### src/rtl/usb_echo_pkg.sv
// Shared constants, FSM encoding and byte transform for the USB UART echo engine.
package usb_echo_pkg;

  localparam logic [1:0] MODE_BYTE  = 2'd0;
  localparam logic [1:0] MODE_UPPER = 2'd1;
  localparam logic [1:0] MODE_LINE  = 2'd2;

  localparam logic [7:0] CHAR_CR = 8'h0D;

  typedef enum logic [1:0] {
    StIdle,
    StRdReq,
    StRdCap,
    StWrReq
  } state_e;

  // Lowercase ASCII folds to uppercase only in MODE_UPPER; mode 3 behaves as byte echo.
  function automatic logic [7:0] xform(input logic [7:0] b, input logic [1:0] m);
    logic [7:0] r;
    r = b;
    if (m == MODE_UPPER && b >= 8'h61 && b <= 8'h7A) r = b - 8'h20;
    return r;
  endfunction

endpackage

### src/rtl/usb_uart_echo_byte_fifo.sv
// DEPTH-entry byte FIFO with combinational head and wrap-around occupancy counters.
module byte_fifo #(
  parameter int unsigned DEPTH = 16
) (
  input  logic                     clk,
  input  logic                     resetn,
  input  logic                     push,
  input  logic                     pop,
  input  logic [7:0]               din,
  output logic [7:0]               head,
  output logic                     full,
  output logic                     empty,
  output logic [$clog2(DEPTH):0]   level
);

  localparam int unsigned AW = $clog2(DEPTH);
  localparam logic [AW:0] FULL_LVL = (AW+1)'(DEPTH);

  logic [7:0]  mem [DEPTH];
  logic [AW:0] wr_q, rd_q;

  always_ff @(posedge clk) begin
    if (!resetn) begin
      wr_q <= '0;
      rd_q <= '0;
    end else begin
      if (push) wr_q <= wr_q + 1'b1;
      if (pop)  rd_q <= rd_q + 1'b1;
    end
  end

  // Storage needs no reset: occupancy counters define what is valid.
  always_ff @(posedge clk) begin
    if (push) mem[wr_q[AW-1:0]] <= din;
  end

  assign level = wr_q - rd_q;
  assign full  = (level == FULL_LVL);
  assign empty = (level == '0);
  assign head  = mem[rd_q[AW-1:0]];

endmodule

### src/rtl/usb_uart_echo.sv
// Buffered byte-stream echo engine driving the usb_uart strobe/wait byte interface.
module usb_uart_echo
  import usb_echo_pkg::*;
#(
  parameter int unsigned DEPTH    = 16,
  parameter int unsigned POLL_DIV = 2
) (
  input  logic                    clk_48mhz,
  input  logic                    resetn,
  input  logic [1:0]              mode,
  output logic                    uart_re,
  output logic                    uart_we,
  output logic [7:0]              uart_di,
  input  logic [7:0]              uart_do,
  input  logic                    uart_wait,
  output logic [7:0]              last_rx,
  output logic [$clog2(DEPTH):0]  fifo_level
);

  localparam int unsigned AW = $clog2(DEPTH);
  localparam int unsigned PW = (POLL_DIV > 1) ? $clog2(POLL_DIV) : 1;
  localparam logic [PW-1:0] POLL_LAST = PW'(POLL_DIV - 1);

  state_e       state_q, state_d;
  logic         re_q, re_d, we_q, we_d;
  logic [7:0]   di_q, di_d, last_q, last_d;
  logic [PW-1:0] poll_q, poll_d;
  logic [AW:0]  line_q, line_d;
  logic [1:0]   mode_q;

  logic         push, pop, full, empty, releasable, read_go;
  logic [7:0]   head;

  byte_fifo #(
    .DEPTH (DEPTH)
  ) u_fifo (
    .clk    (clk_48mhz),
    .resetn (resetn),
    .push   (push),
    .pop    (pop),
    .din    (uart_do),
    .head   (head),
    .full   (full),
    .empty  (empty),
    .level  (fifo_level)
  );

  always_comb begin
    releasable = !empty;
    case (mode_q)
      MODE_BYTE, MODE_UPPER: releasable = !empty;
      // A full FIFO with no CR would deadlock, so it is flushed anyway.
      MODE_LINE:             releasable = (line_q != '0) || full;
      default:               releasable = !empty;
    endcase
  end

  always_comb begin
    state_d = state_q;
    re_d    = re_q;
    we_d    = we_q;
    di_d    = di_q;
    last_d  = last_q;
    push    = 1'b0;
    pop     = 1'b0;
    read_go = 1'b0;
    unique case (state_q)
      StIdle: begin
        if (releasable) begin
          pop     = 1'b1;
          we_d    = 1'b1;
          di_d    = xform(head, mode_q);
          state_d = StWrReq;
        end else if (!full && poll_q == POLL_LAST) begin
          read_go = 1'b1;
          re_d    = 1'b1;
          state_d = StRdReq;
        end
      end
      StRdReq: begin
        if (!uart_wait) begin
          re_d    = 1'b0;
          state_d = StRdCap;
        end
      end
      StRdCap: begin
        push    = 1'b1;
        last_d  = uart_do;
        state_d = StIdle;
      end
      StWrReq: begin
        if (!uart_wait) begin
          we_d    = 1'b0;
          state_d = StIdle;
        end
      end
      default: state_d = StIdle;
    endcase
  end

  always_comb begin
    if (poll_q != POLL_LAST)                    poll_d = poll_q + PW'(1);
    else if (state_q == StIdle && !read_go)     poll_d = poll_q;
    else                                        poll_d = '0;

    line_d = line_q;
    if (push && uart_do == CHAR_CR)  line_d = line_q + 1'b1;
    else if (pop && head == CHAR_CR) line_d = line_q - 1'b1;
  end

  always_ff @(posedge clk_48mhz) begin
    if (!resetn) begin
      state_q <= StIdle;
      re_q    <= 1'b0;
      we_q    <= 1'b0;
      di_q    <= '0;
      last_q  <= '0;
      poll_q  <= '0;
      line_q  <= '0;
      mode_q  <= mode;
    end else begin
      state_q <= state_d;
      re_q    <= re_d;
      we_q    <= we_d;
      di_q    <= di_d;
      last_q  <= last_d;
      poll_q  <= poll_d;
      line_q  <= line_d;
      if (state_q == StIdle && empty) mode_q <= mode;
    end
  end

  assign uart_re = re_q;
  assign uart_we = we_q;
  assign uart_di = di_q;
  assign last_rx = last_q;

endmodule

### config.mk
export PLATFORM = sky130hd
export DESIGN_NAME = usb_uart_echo
export DESIGN_NICKNAME = d
export VERILOG_FILES = /design/src/rtl/usb_echo_pkg.sv /design/src/rtl/usb_uart_echo_byte_fifo.sv /design/src/rtl/usb_uart_echo.sv
export SDC_FILE = /design/constraint.sdc
export NUM_CORES = 1
export LEC_CHECK = 0
export CAP_MARGIN = 40
export CORE_ASPECT_RATIO = 0.5
export CORE_MARGIN = 3
export CORE_UTILIZATION = 40
export DETAILED_ROUTE_END_ITERATION = 7
export PLACE_DENSITY = 0.63
export SYNTH_ARGS = -nofsm -noshare
export SYNTH_HDL_FRONTEND = slang
export SYNTH_SLANG_ARGS = --single-unit
### constraint.sdc
create_clock -name clk_48mhz -period 3.1 [get_ports clk_48mhz]
set_input_delay 0.93 -clock clk_48mhz [delete_from_list [all_inputs] [get_ports clk_48mhz]]
set_output_delay 0.93 -clock clk_48mhz [all_outputs]
set_load 0.005 [all_outputs]
==> impl_metrics.prom <==
# TYPE chip_impl_metric gauge
chip_impl_metric{name="grt_start_max_net_pins",unit=""} 33
chip_impl_info{name="synth_top_flop_cell",value="sky130_fd_sc_hd__edfxtp_1"} 1
chip_impl_info{name="outcome",value="complete, no violations"} 1
chip_impl_info{name="cts_tree",value="done"} 1
chip_impl_metric{name="combPwrFrac",unit="%"} 31.0
chip_impl_metric{name="clock_tree.htree_level_count",unit=""} 4
chip_impl_info{name="element_type_at_the_critical_path_start",value="flop"} 1
chip_impl_metric{name="fraction_of_post_synthesis_cell_area_in_the_top_cell_type_by_area",unit="%"} 55.3
chip_impl_metric{name="pwr_density_cell",unit="nW/µm²"} 794
chip_impl_metric{name="synth-seq-area-share",unit="%"} 66.7
chip_impl_metric{name="fin_cells",unit=""} 793
chip_impl_metric{name="whs_path_depth",unit=""} 2
chip_impl_metric{name="die_h",unit="µm"} 99.9
chip_impl_metric{name="port_buffers",unit=""} 35
chip_impl_info{name="synth.top_cells.by_area",value="sky130_fd_sc_hd__edfxtp_1, sky130_fd_sc_hd__mux4_2, sky130_fd_sc_hd__dfxtp_1"} 1
chip_impl_metric{name="viasPerCell",unit=""} 5.28
chip_impl_metric{name="dp_hpwl",unit="µm"} 10500
chip_impl_metric{name="final_layout_size_suffix_gt1_share",unit="%"} 28.1
chip_impl_metric{name="syn-cell-area",unit="µm²"} 7060
chip_impl_info{name="synth_top_cell_by_area",value="sky130_fd_sc_hd__edfxtp_1"} 1
chip_impl_metric{name="flow.area_growth_from_synthesis",unit="%"} 25.1
chip_impl_info{name="worst_hold_path_class",value="flop to flop"} 1
chip_impl_metric{name="critPathRequiredTime",unit="ns"} 3.42
chip_impl_metric{name="initialDrtViolationCount",unit=""} 344
chip_impl_metric{name="power.clock.fraction",unit="%"} 30.0
chip_impl_metric{name="grt_use_total",unit="%"} 16.7
chip_impl_metric{name="clock_path_buffers",unit=""} 2
chip_impl_metric{name="setup_viol_count_final",unit=""} 0
chip_impl_metric{name="synthesis.area_per_instance",unit="µm²"} 15.5
chip_impl_metric{name="asyncSetResetFlopFracSynth",unit="%"} 0
chip_impl_metric{name="yosysWarningCount",unit=""} 0
chip_impl_metric{name="cts_inserted_buffers",unit=""} 17
chip_impl_metric{name="grt_pass1_vias",unit=""} 4162
chip_impl_metric{name="die_area",unit="µm²"} 19400
chip_impl_metric{name="postRouteWirelength",unit="µm"} 16000
chip_impl_metric{name="timing.final.crit_period",unit="ns"} 3.08
chip_impl_info{name="hp-start",value="last_rx[2]"} 1
chip_impl_metric{name="timing_worst_slew_pin_value",unit="ns"} 0.747
chip_impl_metric{name="timing.final.max_slew_violations",unit=""} 0
chip_impl_metric{name="wire_per_inst",unit="µm"} 20.1
chip_impl_metric{name="synth_edf_count",unit=""} 130
chip_impl_metric{name="overflow",unit=""} 0
chip_impl_info{name="worstSetupPathType",value="flop to flop"} 1
chip_impl_metric{name="gpl.final_weighted_congestion",unit=""} 0.821
chip_impl_metric{name="maximum_vdd_drop",unit="V"} 0.000565
chip_impl_metric{name="max-slew-margin-rel",unit="%"} 49.8
chip_impl_metric{name="antenna_found_initial",unit=""} 0
chip_impl_info{name="endpoint_kind",value="flop"} 1
chip_impl_metric{name="insertedDiodeCount",unit=""} 0
chip_impl_metric{name="final_net_count",unit=""} 581
chip_impl_metric{name="tritoncts_num_sinks",unit=""} 170
chip_impl_metric{name="initial_utilization",unit="%"} 42.0
chip_impl_metric{name="die_w",unit="µm"} 194
chip_impl_metric{name="r2r_cells",unit=""} 8
chip_impl_metric{name="finClkSkew",unit="ns"} 0.0134
chip_impl_metric{name="postSynthNetCount",unit=""} 484
chip_impl_metric{name="fillCellCount",unit=""} 1370
chip_impl_metric{name="switching_share",unit="%"} 31.1
chip_impl_metric{name="cellInternalPower",unit="mW"} 4.83
chip_impl_metric{name="netlist_instances",unit=""} 456
chip_impl_info{name="synth_most_common_cell",value="sky130_fd_sc_hd__edfxtp_1"} 1
chip_impl_info{name="rsz0062_at_grt",value="yes"} 1
chip_impl_metric{name="placement_rows",unit=""} 33
chip_impl_metric{name="path_max_fanout",unit=""} 8
chip_impl_metric{name="fin_total_pwr",unit="mW"} 7.01
chip_impl_metric{name="timing.critical_path.arrival",unit="ns"} 3.40
chip_impl_metric{name="power.switching",unit="mW"} 2.18
chip_impl_metric{name="ratio_of_final_minimum_period_to_clock_period",unit="%"} 99.4
chip_impl_metric{name="placed_cells",unit=""} 746
chip_impl_metric{name="clock.fmax",unit="MHz"} 325
chip_impl_metric{name="drtAntennaViolNets",unit=""} 0
chip_impl_metric{name="reported_leakage_power",unit="nW"} 3.08
chip_impl_metric{name="finalHoldViolCount",unit=""} 0
chip_impl_metric{name="drc",unit=""} 0
chip_impl_metric{name="synth.ff_latch_count",unit=""} 170
chip_impl_metric{name="seqPwrFrac",unit="%"} 39.0
chip_impl_info{name="cts.root.buffer_cell",value="sky130_fd_sc_hd__clkbuf_16"} 1
chip_impl_metric{name="netlist-cell-type-count",unit=""} 45
chip_impl_info{name="synth.cells.most_frequent",value="sky130_fd_sc_hd__edfxtp_1, sky130_fd_sc_hd__nand2_1, sky130_fd_sc_hd__dfxtp_1"} 1
chip_impl_info{name="hold_end",value="last_rx[2]"} 1
chip_impl_metric{name="cts.clk_slew.worst_paths",unit="ns"} 0.07
chip_impl_metric{name="io_pins",unit=""} 36
chip_impl_metric{name="max_cap_violations",unit=""} 0
chip_impl_metric{name="route.vias.total",unit=""} 4190
chip_impl_metric{name="worst_skew_pair.late_latency",unit="ns"} 0.43
chip_impl_info{name="r2r_endpoint",value="line_q[0]"} 1
chip_impl_metric{name="r2r_setup_slack",unit="ns"} 0.02
chip_impl_metric{name="first_pass_grt_wire_length",unit="µm"} 24000
chip_impl_metric{name="detailedRoute.firstPassIterationCount",unit=""} 5
chip_impl_metric{name="hold_buffers",unit=""} 0
chip_impl_metric{name="coreArea",unit="µm²"} 16800
-- through the flow --
stage	hold slack, ns	TNS [ns]	worst slack [ns]	area [µm²]	util, %
after CTS	0.466	-0.00460	-0.00460	8620	51.3
final	0.463	0	0.0194	8830	52.5
after global placement	0.449	-0.846	-0.551	7990	47.6
after global routing	0.496	-0.105	-0.0472	8830	52.5
after floorplan	0.430	0	0.116	7060	-
after detailed placement	0.457	-1.01	-0.599	7990	47.6
-- layout by cell type, fill, tap and decap left out, types with 3 or more instances in the layout --
| cell | n |
|---|---|
| sky130_fd_sc_hd__mux4_2 | 36 |
| sky130_fd_sc_hd__nor3_1 | 10 |
| sky130_fd_sc_hd__o21ai_0 | 7 |
| sky130_fd_sc_hd__nor4_1 | 4 |
| sky130_fd_sc_hd__buf_4 | 57 |
| sky130_fd_sc_hd__xor2_1 | 3 |
| sky130_fd_sc_hd__clkinv_8 | 4 |
| sky130_fd_sc_hd__dlymetal6s2s_1 | 3 |
| sky130_fd_sc_hd__clkdlybuf4s50_1 | 28 |
| sky130_fd_sc_hd__nor2b_1 | 9 |
| sky130_fd_sc_hd__buf_6 | 3 |
| sky130_fd_sc_hd__xnor2_1 | 10 |
| sky130_fd_sc_hd__buf_12 | 4 |
| sky130_fd_sc_hd__nand4_1 | 3 |
| sky130_fd_sc_hd__dfxtp_1 | 37 |
| sky130_fd_sc_hd__a21o_1 | 3 |
| sky130_fd_sc_hd__dlygate4sd2_1 | 3 |
| sky130_fd_sc_hd__a21oi_1 | 4 |
| sky130_fd_sc_hd__inv_1 | 13 |
| sky130_fd_sc_hd__nor2_1 | 19 |
| sky130_fd_sc_hd__nand3_1 | 13 |
| sky130_fd_sc_hd__a21boi_0 | 15 |
| sky130_fd_sc_hd__ha_1 | 11 |
| sky130_fd_sc_hd__clkbuf_16 | 17 |
| sky130_fd_sc_hd__and2_1 | 10 |
| sky130_fd_sc_hd__nand2_1 | 41 |
| sky130_fd_sc_hd__inv_8 | 6 |
| sky130_fd_sc_hd__mux2i_1 | 4 |
| sky130_fd_sc_hd__or3_1 | 3 |
| sky130_fd_sc_hd__edfxtp_1 | 130 |
| sky130_fd_sc_hd__nand2b_1 | 9 |
-- repair_timing --
action                                  4_1_cts  5_1_grt
pin swaps                                     4        7
buffers inserted                              2       13
endpoints found under the setup margin        4        8
gates resized for setup                      14       30
-- layer usage --
| layer | vias to the layer above | part of all wire, % | GRT usage, % |
|---|---|---|---|
| li1 | 1917 | - | - |
| met1 | 2123 | 45 | 23.5 |
| met2 | 138 | 47 | 26.1 |
| met3 | 12 | 6.5 | 3.92 |
| met4 | 0 | 0.95 | 5.24 |
| met5 | - | 0 | 0 |
-- worst max-delay path by stage --
stage / startpoint / endpoint / slack (ns) / depth (start not counted)
floorplan: u_fifo.wr_q[0] / uart_di[6] / 0.12 / 13
global placement: uart_do[4] / line_q[4] / -0.55 / 12
detailed placement: uart_do[4] / line_q[4] / -0.60 / 12
CTS: u_fifo.rd_q[1] / fifo_level[3] / -0.005 / 7
global route: uart_do[7] / line_q[4] / -0.05 / 14
finish: flop / line_q[0] / 0.02 / 8
-- kinds of logic after synthesis --
logic type | count (synthesis) | synth area share (%)
buf+inv | 37 | 2.36
compound gates | 45 | 4.56
flops | 170 | 66.7
simple gates | 135 | 9.74
mux | 40 | 12.1
fa+ha+maj | 15 | 2.87
xor+xnor | 14 | 1.74
-- final cells by class --
cell class / instances / area [µm²] / area share [%]
clock inverters: 15 / 173 / 1.96
repair buffers: 100 / 906 / 10.3
well taps: 227 / 284 / 3.22
multi-input cells: 249 / 2270 / 25.8
clock buffers: 17 / 425 / 4.82
flip-flops and latches: 170 / 4710 / 53.4
inverters: 15 / 56.3 / 0.638
-- power groups by stage --
stage	clock [mW]	sequential (mW)	combinational, mW
3_5_place_dp	0	2.78	2.01
3_3_place_gp	0	2.78	2.01
2_1_floorplan	0	2.77	1.23
6_report	2.10	2.74	2.17
5_1_grt	2.23	2.76	2.36
4_1_cts	2.14	2.74	2.03
-- critical path, stage by stage, from the launching register on --
cell and delay [ns]:
sky130_fd_sc_hd__dfxtp_4 0.38, sky130_fd_sc_hd__buf_12 0.14, sky130_fd_sc_hd__buf_12 0.14, sky130_fd_sc_hd__mux4_2 0.56, sky130_fd_sc_hd__mux4_2 0.52, sky130_fd_sc_hd__or4_4 0.58, sky130_fd_sc_hd__o31ai_4 0.38, sky130_fd_sc_hd__xnor2_1 0.09
sky130_fd_sc_hd__and2_1 0.15
-- registers in the layout (all words and copies together) (netlist names), named ones only --
name         flops
mode_q           2
uart_re          1
poll_q           1
line_q           5
u_fifo.mem     128
last_rx          8
u_fifo.rd_q      5
uart_di          8
u_fifo.wr_q      5
uart_we          1
state_q          2
(Power assumes the default switching activity.)
